`config.mk`:
```
export PLATFORM = sky130hd
export DESIGN_NAME = uart_tx
export DESIGN_NICKNAME = d
export VERILOG_FILES = /design/src/rtl/uart_tx.sv
export SDC_FILE = /design/constraint.sdc
export NUM_CORES = 1
export LEC_CHECK = 0
export CORE_MARGIN = 1.5
export CORE_UTILIZATION = 52
export DETAILED_ROUTE_END_ITERATION = 6
export GPL_ROUTABILITY_DRIVEN = 0
export PLACE_DENSITY = 0.79
export SLEW_MARGIN = 20
export SYNTH_ARGS = -nofsm -noshare
export SYNTH_HDL_FRONTEND = slang
export SYNTH_SLANG_ARGS = --single-unit
```
`constraint.sdc`:
```
create_clock -name sys_clk -period 2 [get_ports sys_clk]
set_input_delay 0.4 -clock sys_clk [delete_from_list [all_inputs] [get_ports sys_clk]]
set_output_delay 0.4 -clock sys_clk [all_outputs]
set_load 0.005 [all_outputs]
```
`src/rtl/uart_tx.sv`:
```
// UART transmitter: start bit, DATA_BITS data bits LSB first, optional parity, stop period.
// Bit timing is taken from a 16x-baud single-cycle enable shared with the receiver.
module uart_tx #(
  parameter int DATA_BITS      = 8,
  parameter int STOP_BIT_TICKS = 16,
  parameter bit PARITY_EN      = 1'b0,
  parameter bit PARITY_ODD     = 1'b0
) (
  input  logic                 sys_clk,
  input  logic                 rst,
  input  logic                 tx_sampling_clk,
  input  logic                 tx_start,
  input  logic [DATA_BITS-1:0] tx_din,
  output logic                 tx_out,
  output logic                 tx_busy,
  output logic                 tx_done_tick
);

  localparam int TW = ($clog2(STOP_BIT_TICKS) > 4) ? $clog2(STOP_BIT_TICKS) : 4;
  localparam int BW = (DATA_BITS > 1) ? $clog2(DATA_BITS) : 1;

  typedef enum logic [2:0] {IDLE, START, DATA, PARITY, STOP} state_t;

  state_t                 state;
  logic [TW-1:0]          tick_cnt;
  logic [BW-1:0]          bit_cnt;
  logic [DATA_BITS-1:0]   shift_reg;
  logic                   parity_bit;

  wire bit_end  = (tick_cnt == TW'(15));
  wire stop_end = (tick_cnt == TW'(STOP_BIT_TICKS - 1));
  wire last_bit = (bit_cnt == BW'(DATA_BITS - 1));

  // NOTE: every register here is updated with <= so all reads in this block see
  // the values from before the edge; mixing in = would make results order-dependent.
  always_ff @(posedge sys_clk or negedge rst) begin
    if (!rst) begin
      // NOTE: the datapath is small and reset as well, so a reset mid-frame leaves
      // no stale byte behind; tx_out resets high so the line never glitches low.
      state        <= IDLE;
      tick_cnt     <= '0;
      bit_cnt      <= '0;
      shift_reg    <= '0;
      parity_bit   <= 1'b0;
      tx_out       <= 1'b1;
      tx_busy      <= 1'b0;
      tx_done_tick <= 1'b0;
    end else begin
      tx_done_tick <= 1'b0;
      unique case (state)
        IDLE: begin
          tx_out  <= 1'b1;
          tx_busy <= 1'b0;
          if (tx_start) begin
            shift_reg  <= tx_din;
            parity_bit <= (^tx_din) ^ PARITY_ODD;
            tick_cnt   <= '0;
            tx_out     <= 1'b0;
            tx_busy    <= 1'b1;
            state      <= START;
          end
        end

        START: begin
          if (tx_sampling_clk) begin
            if (bit_end) begin
              tick_cnt <= '0;
              bit_cnt  <= '0;
              tx_out   <= shift_reg[0];
              state    <= DATA;
            end else begin
              tick_cnt <= tick_cnt + TW'(1);
            end
          end
        end

        DATA: begin
          if (tx_sampling_clk) begin
            if (bit_end) begin
              tick_cnt  <= '0;
              shift_reg <= shift_reg >> 1;
              if (last_bit) begin
                if (PARITY_EN) begin
                  tx_out <= parity_bit;
                  state  <= PARITY;
                end else begin
                  tx_out <= 1'b1;
                  state  <= STOP;
                end
              end else begin
                bit_cnt <= bit_cnt + BW'(1);
                tx_out  <= shift_reg[1];
              end
            end else begin
              tick_cnt <= tick_cnt + TW'(1);
            end
          end
        end

        PARITY: begin
          if (tx_sampling_clk) begin
            if (bit_end) begin
              tick_cnt <= '0;
              tx_out   <= 1'b1;
              state    <= STOP;
            end else begin
              tick_cnt <= tick_cnt + TW'(1);
            end
          end
        end

        STOP: begin
          tx_out <= 1'b1;
          // The done pulse is emitted while still in STOP, so a tx_start coinciding
          // with it is ignored and only accepted on the following cycle.
          if (tx_done_tick) begin
            state <= IDLE;
          end else if (tx_sampling_clk) begin
            if (stop_end) begin
              tick_cnt     <= '0;
              tx_done_tick <= 1'b1;
              tx_busy      <= 1'b0;
            end else begin
              tick_cnt <= tick_cnt + TW'(1);
            end
          end
        end

        default: state <= IDLE;
      endcase
    end
  end

endmodule
```
Word level (Yosys, flattened, before mapping):

Cells that the tools add are included.

* output and inout bits: 3
* register bits: 21
* bits of input ports: 12
* logic and storage cells: 84

* muxes and demuxes: 43
* reductions and logical operators: 13
* add/sub/neg operators: 2
* equality and inequality tests: 19

Operators with widths (count)
* 3-bit 2-to-1 mux: 14
* 2-bit != test (second input constant): 13
* 8-bit 2-to-1 mux: 3
* 1-bit 2-to-1 mux: 16
* 4-bit 2-to-1 mux: 4
* 8-bit one-hot mux with 2 select lines: 1
* 3-bit one-hot mux with 5 select lines: 1
* 4-bit one-hot mux with 3 select lines: 1
* 9-bit AND reduction: 1
* 4-bit AND reduction: 2
* 7-bit AND reduction: 1
* 3-bit by 2-bit equality test with 1-bit output (second input constant): 2
* 3-bit equality test (second input constant): 2
* 3-bit one-hot mux with 2 select lines: 1
* 6-bit AND reduction: 1
* 2-bit nonzero test: 3
* 1-bit one-hot mux with 5 select lines: 1
* 5-bit nonzero test: 1
* 4-bit by 1-bit adder with 4-bit output (second input constant): 1
* 4-bit equality test (second input constant): 1
* 3-bit by 1-bit adder with 3-bit output (second input constant): 1
* 3-bit by 1-bit equality test with 1-bit output (second input constant): 1
* 3-bit zero test: 1
* 3-bit AND reduction: 1
* other kinds (3): 3

Longest topological paths before layout:

* word-level depth: 5
* mapped depth: 6
* mapped depth without buffers: 6

Least setup slack after synthesis:

Ideal clock, no wire load.

* path type: reg-to-reg
* start point: register bit_cnt[0]
* end point: register bit_cnt[0]
* setup time: 128 ps
* data arrival time: 1501 ps
* data required time: 1872 ps
* slack: 371 ps
* stages on the path, launching flop included: 7
* cells stage by stage: dfrtp_1 ha_1 ha_1 nand2b_1 o21ai_0 and2_1 mux2_1

* longest elaborated chain between the ends: 5
* elaborated cells between the ends (all ways): 8

Ends and longest elaborated chain
* start: declaration: line 26 `logic [BW-1:0] bit_cnt;`
* start signal: assignment: line 91 `bit_cnt <= bit_cnt + BW'(1);`
* 3-bit by 1-bit adder with 3-bit output: line 91
* 3-bit 2-to-1 mux: line 82 `if (last_bit) begin`
* 3-bit 2-to-1 mux: line 79 `if (bit_end) begin`
* 3-bit 2-to-1 mux: line 78 `if (tx_sampling_clk) begin`
* 3-bit one-hot mux with 2 select lines: line 50 `unique case (state)`

Parallel ways exist; a longest one is shown, timed or not. The select of a mux whose other input is x is not followed.
A chain may end at the register's enable or synchronous reset.

Final worst setup path:

* start point: register tx_out
* end point: output tx_out

RTL lines
* start: declaration: line 14 `output logic tx_out,`
* start signal: assignment: line 69 `tx_out <= shift_reg[0];`
* start signal: assignment: line 84 `tx_out <= parity_bit;`
* start signal: assignment: line 92 `tx_out <= shift_reg[1];`

No word-level cell between the ends.

==> metrics <==
status=finished clean; cells traversed along the worst timing path=clkdlybuf4s50_1; sequential area share after synthesis=48.61%; htree depth=1; Worst Path Buf+Inv=1; PwrDens=1138 nW/um^2; dominant delay contributor by cell family on the critical path=flip-flops; CTS root buf=sky130_fd_sc_hd__clkbuf_4; cell types occupying the most area after synthesis=sky130_fd_sc_hd__dfrtp_1 46%, sky130_fd_sc_hd__o22ai_1 5.2%, sky130_fd_sc_hd__a21oi_1 5.1%, sky130_fd_sc_hd__inv_1 4.2%, sky130_fd_sc_hd__nand2_1 3.8%; via count normalized by instance count=5.836; list of most frequent post-synthesis cells=20 x sky130_fd_sc_hd__dfrtp_1, 12 x sky130_fd_sc_hd__inv_1, 11 x sky130_fd_sc_hd__a21oi_1, 11 x sky130_fd_sc_hd__nand2_1, 9 x sky130_fd_sc_hd__o22ai_1; internal power consumption=0.9403 mW; Clock transition at path regs=110 ps; crit start category=flop; signal arrival time at the worst endpoint=1350 ps; final net count=148; Slew @ Worst Pin=541.9 ps; number of distinct library cells after synthesis=34; CTS tree=built; Max FO, Critical Path=2; leading cell type by number of instances after synthesis=sky130_fd_sc_hd__dfrtp_1; share of cells above drive strength 1=10.61%; type of the worst setup path=reg -> out; total design power=1.477 mW; count of cells resized by post-cts repair=0; Switching Power=0.5363 mW; multi-input logic area=488.0 sq um; commonest register cell after synthesis=sky130_fd_sc_hd__dfrtp_1; count of buffers from port buffering=14; Congestion Overflow GR=0; minimum clock period=1753 ps; top cell type's share of synthesized area=46.19%; Synth Instances=112; number of failing hold endpoints at the final stage=0; HPWL after detailed placement=1643 microns; Tcrit/Tclk final=87.65%; fill count=170; post-synth top area cell=sky130_fd_sc_hd__dfrtp_1; pin count of the biggest net entering global routing=15; FF/Latch Area=526.8 sq um; worst hold-check slack=377.0 ps; post-synthesis register bit count=21; number of DRC markers in iteration 0=29; Reg power frac=51.2%; setup TNS=0 ps; layout overhead on the synthesized area=19.75%; via total after detailed routing=928; static leakage=0.5645 nW; Max rail drop VDD=687.4 uV; Max Clk Rate=0.5705 GHz; number of flip-flops under the largest register name=8; Comb pwr share=35.6%; clock network fraction of design power=13.2%; global-route wire length before repair=4091 microns; yosys warns=0; final antenna diode count=0; number of global-route vias before repair=886; Initial Utilization=55.23%; Post-CTS Hold Buffers=0; Post-CTS Setup Bufs=0; CTS Buffer Depth=2; I/O pins=15; number of optimization iterations in the first detailed-route pass=4; Crit path required time=1600 ps; Die Outline Area=2366 sq um; RSZ-0062 raised after global routing=false; Sw Share=36.32%; setup skew after layout=9.817 ps; number of pins exceeding their max-slew limit in the final report=0; slowest stage cell on the critical path=sky130_fd_sc_hd__dfstp_2; Finish-stage setup viols=0; post-synth net total=127; slowest stage delay, CP=560 ps; kind of path behind the tightest hold check=in -> async; routed wire length=2223 microns; insertion delay to the later sink of the worst-skew pair=290 ps; number of antenna violations at the first check in global routing=0; Synth Area per Inst=9.674 sq um; number of buffers added by the clock tree synthesis step=3; DRT antenna net count=0; endpoint class of the critical path=output pin; height of the die=48.65 microns; count of standard-cell rows=16; number of enable-type register cells in the synthesized netlist=0; area inside the core boundary=1962 sq um; max-cap viol count=0; final routed DRC violation total=0; number of sinks driven by the clock tree=21; async set-reset flop share out of synthesis=100.0%; die width=48.65 microns; post-synth design cell area=1084 sq um; worst slew margin relative to its limit=63.87%; global-route usage over all layers=22.12%; mean routed wirelength per cell=13.98 microns
==> layer usage <==
| layer | vias to the layer above | global-route usage [%] | part of all wire, % |
|---|---|---|---|
| li1 | 435 | - | - |
| met1 | 466 | 30.18 | 44 |
| met2 | 25 | 36.30 | 51 |
| met3 | 2 | 4.321 | 4.4 |
| met4 | 0 | 5.714 | 0.67 |
| met5 | - | 0 | 0 |
==> power groups by stage <==
stage                     clock [mW]  sequential [mW]  combinational [mW]
after detailed placement           0            0.755               0.524
after CTS                      0.204            0.748               0.532
final                          0.195            0.756               0.525
after floorplan                    0            0.686               0.430
after global routing           0.226            0.777               0.609
after global placement             0            0.744               0.502
==> final timing paths <==
kind | startpoint | cells past startpoint | slack (ps) | end
max | tx_out$_DFFE_PN1P_ | 1 | 250 | tx_out
min | rst | 1 | 380 | tx_done_tick$_DFF_PN0_
max reg2reg | bit_cnt[0]$_DFFE_PN0P_ | 6 | 260 | bit_cnt[0]$_DFFE_PN0P_
min reg2reg | tx_busy$_DFFE_PN0P_ | 1 | 510 | tx_busy$_DFFE_PN0P_
max in group asynchronous | rst | 2 | 1090 | shift_reg[0]$_DFFE_PN0P_
min in group sys_clk | tx_busy$_DFFE_PN0P_ | 1 | 510 | tx_busy$_DFFE_PN0P_
==> placed cells by master (no fill, tap or decap), types with 3 or more instances in the layout <==
| master | instances |
|---|---|
| sky130_fd_sc_hd__dfrtp_1 | 20 |
| sky130_fd_sc_hd__clkdlybuf4s50_1 | 14 |
| sky130_fd_sc_hd__inv_1 | 12 |
| sky130_fd_sc_hd__a21oi_1 | 11 |
| sky130_fd_sc_hd__nand2_1 | 11 |
| sky130_fd_sc_hd__o22ai_1 | 9 |
| sky130_fd_sc_hd__o21ai_0 | 8 |
| sky130_fd_sc_hd__nor2_1 | 5 |
| sky130_fd_sc_hd__buf_4 | 5 |
| sky130_fd_sc_hd__nand3b_1 | 3 |
| sky130_fd_sc_hd__ha_1 | 3 |
| sky130_fd_sc_hd__clkbuf_4 | 3 |
==> per-stage QoR <==
stage | cell area (sq um) | std cells | utilization [%] | setup slack (ps)
4_1_cts | 1297 | 159 | 66.14 | 247.4
6_report | 1297 | 159 | 66.14 | 247.0
3_3_place_gp | 1271 | 155 | 64.80 | 144.4
5_1_grt | 1297 | 159 | 66.14 | 62.55
2_1_floorplan | 1084 | 112 | - | 370.9
3_5_place_dp | 1271 | 155 | 64.80 | 103.9
==> kinds of logic (layout without fill, tap and decap cells) <==
family / count (synthesis) / count (layout) / synth area share [%]
flip-flops: 21 / 21 / 48.61
AO/OA/AOI/OAI: 34 / 34 / 19.28
multiplexers: 3 / 3 / 2.887
buffers and inverters: 15 / 35 / 6.350
adder cells (fa/ha/maj): 3 / 3 / 3.465
XOR/XNOR: 1 / 1 / 0.8085
AND/OR/NAND/NOR: 35 / 35 / 18.59
==> area by class of cell <==
cell class                      count  area share [%]
Timing Repair Buffer               19           13.69
Clock buffer                        4           2.025
Tap cell                           27           2.604
Sequential cell                    21           40.60
Inverter                           12           3.472
Multi-Input combinational cell     76           37.61
(Power assumes the default switching activity.)
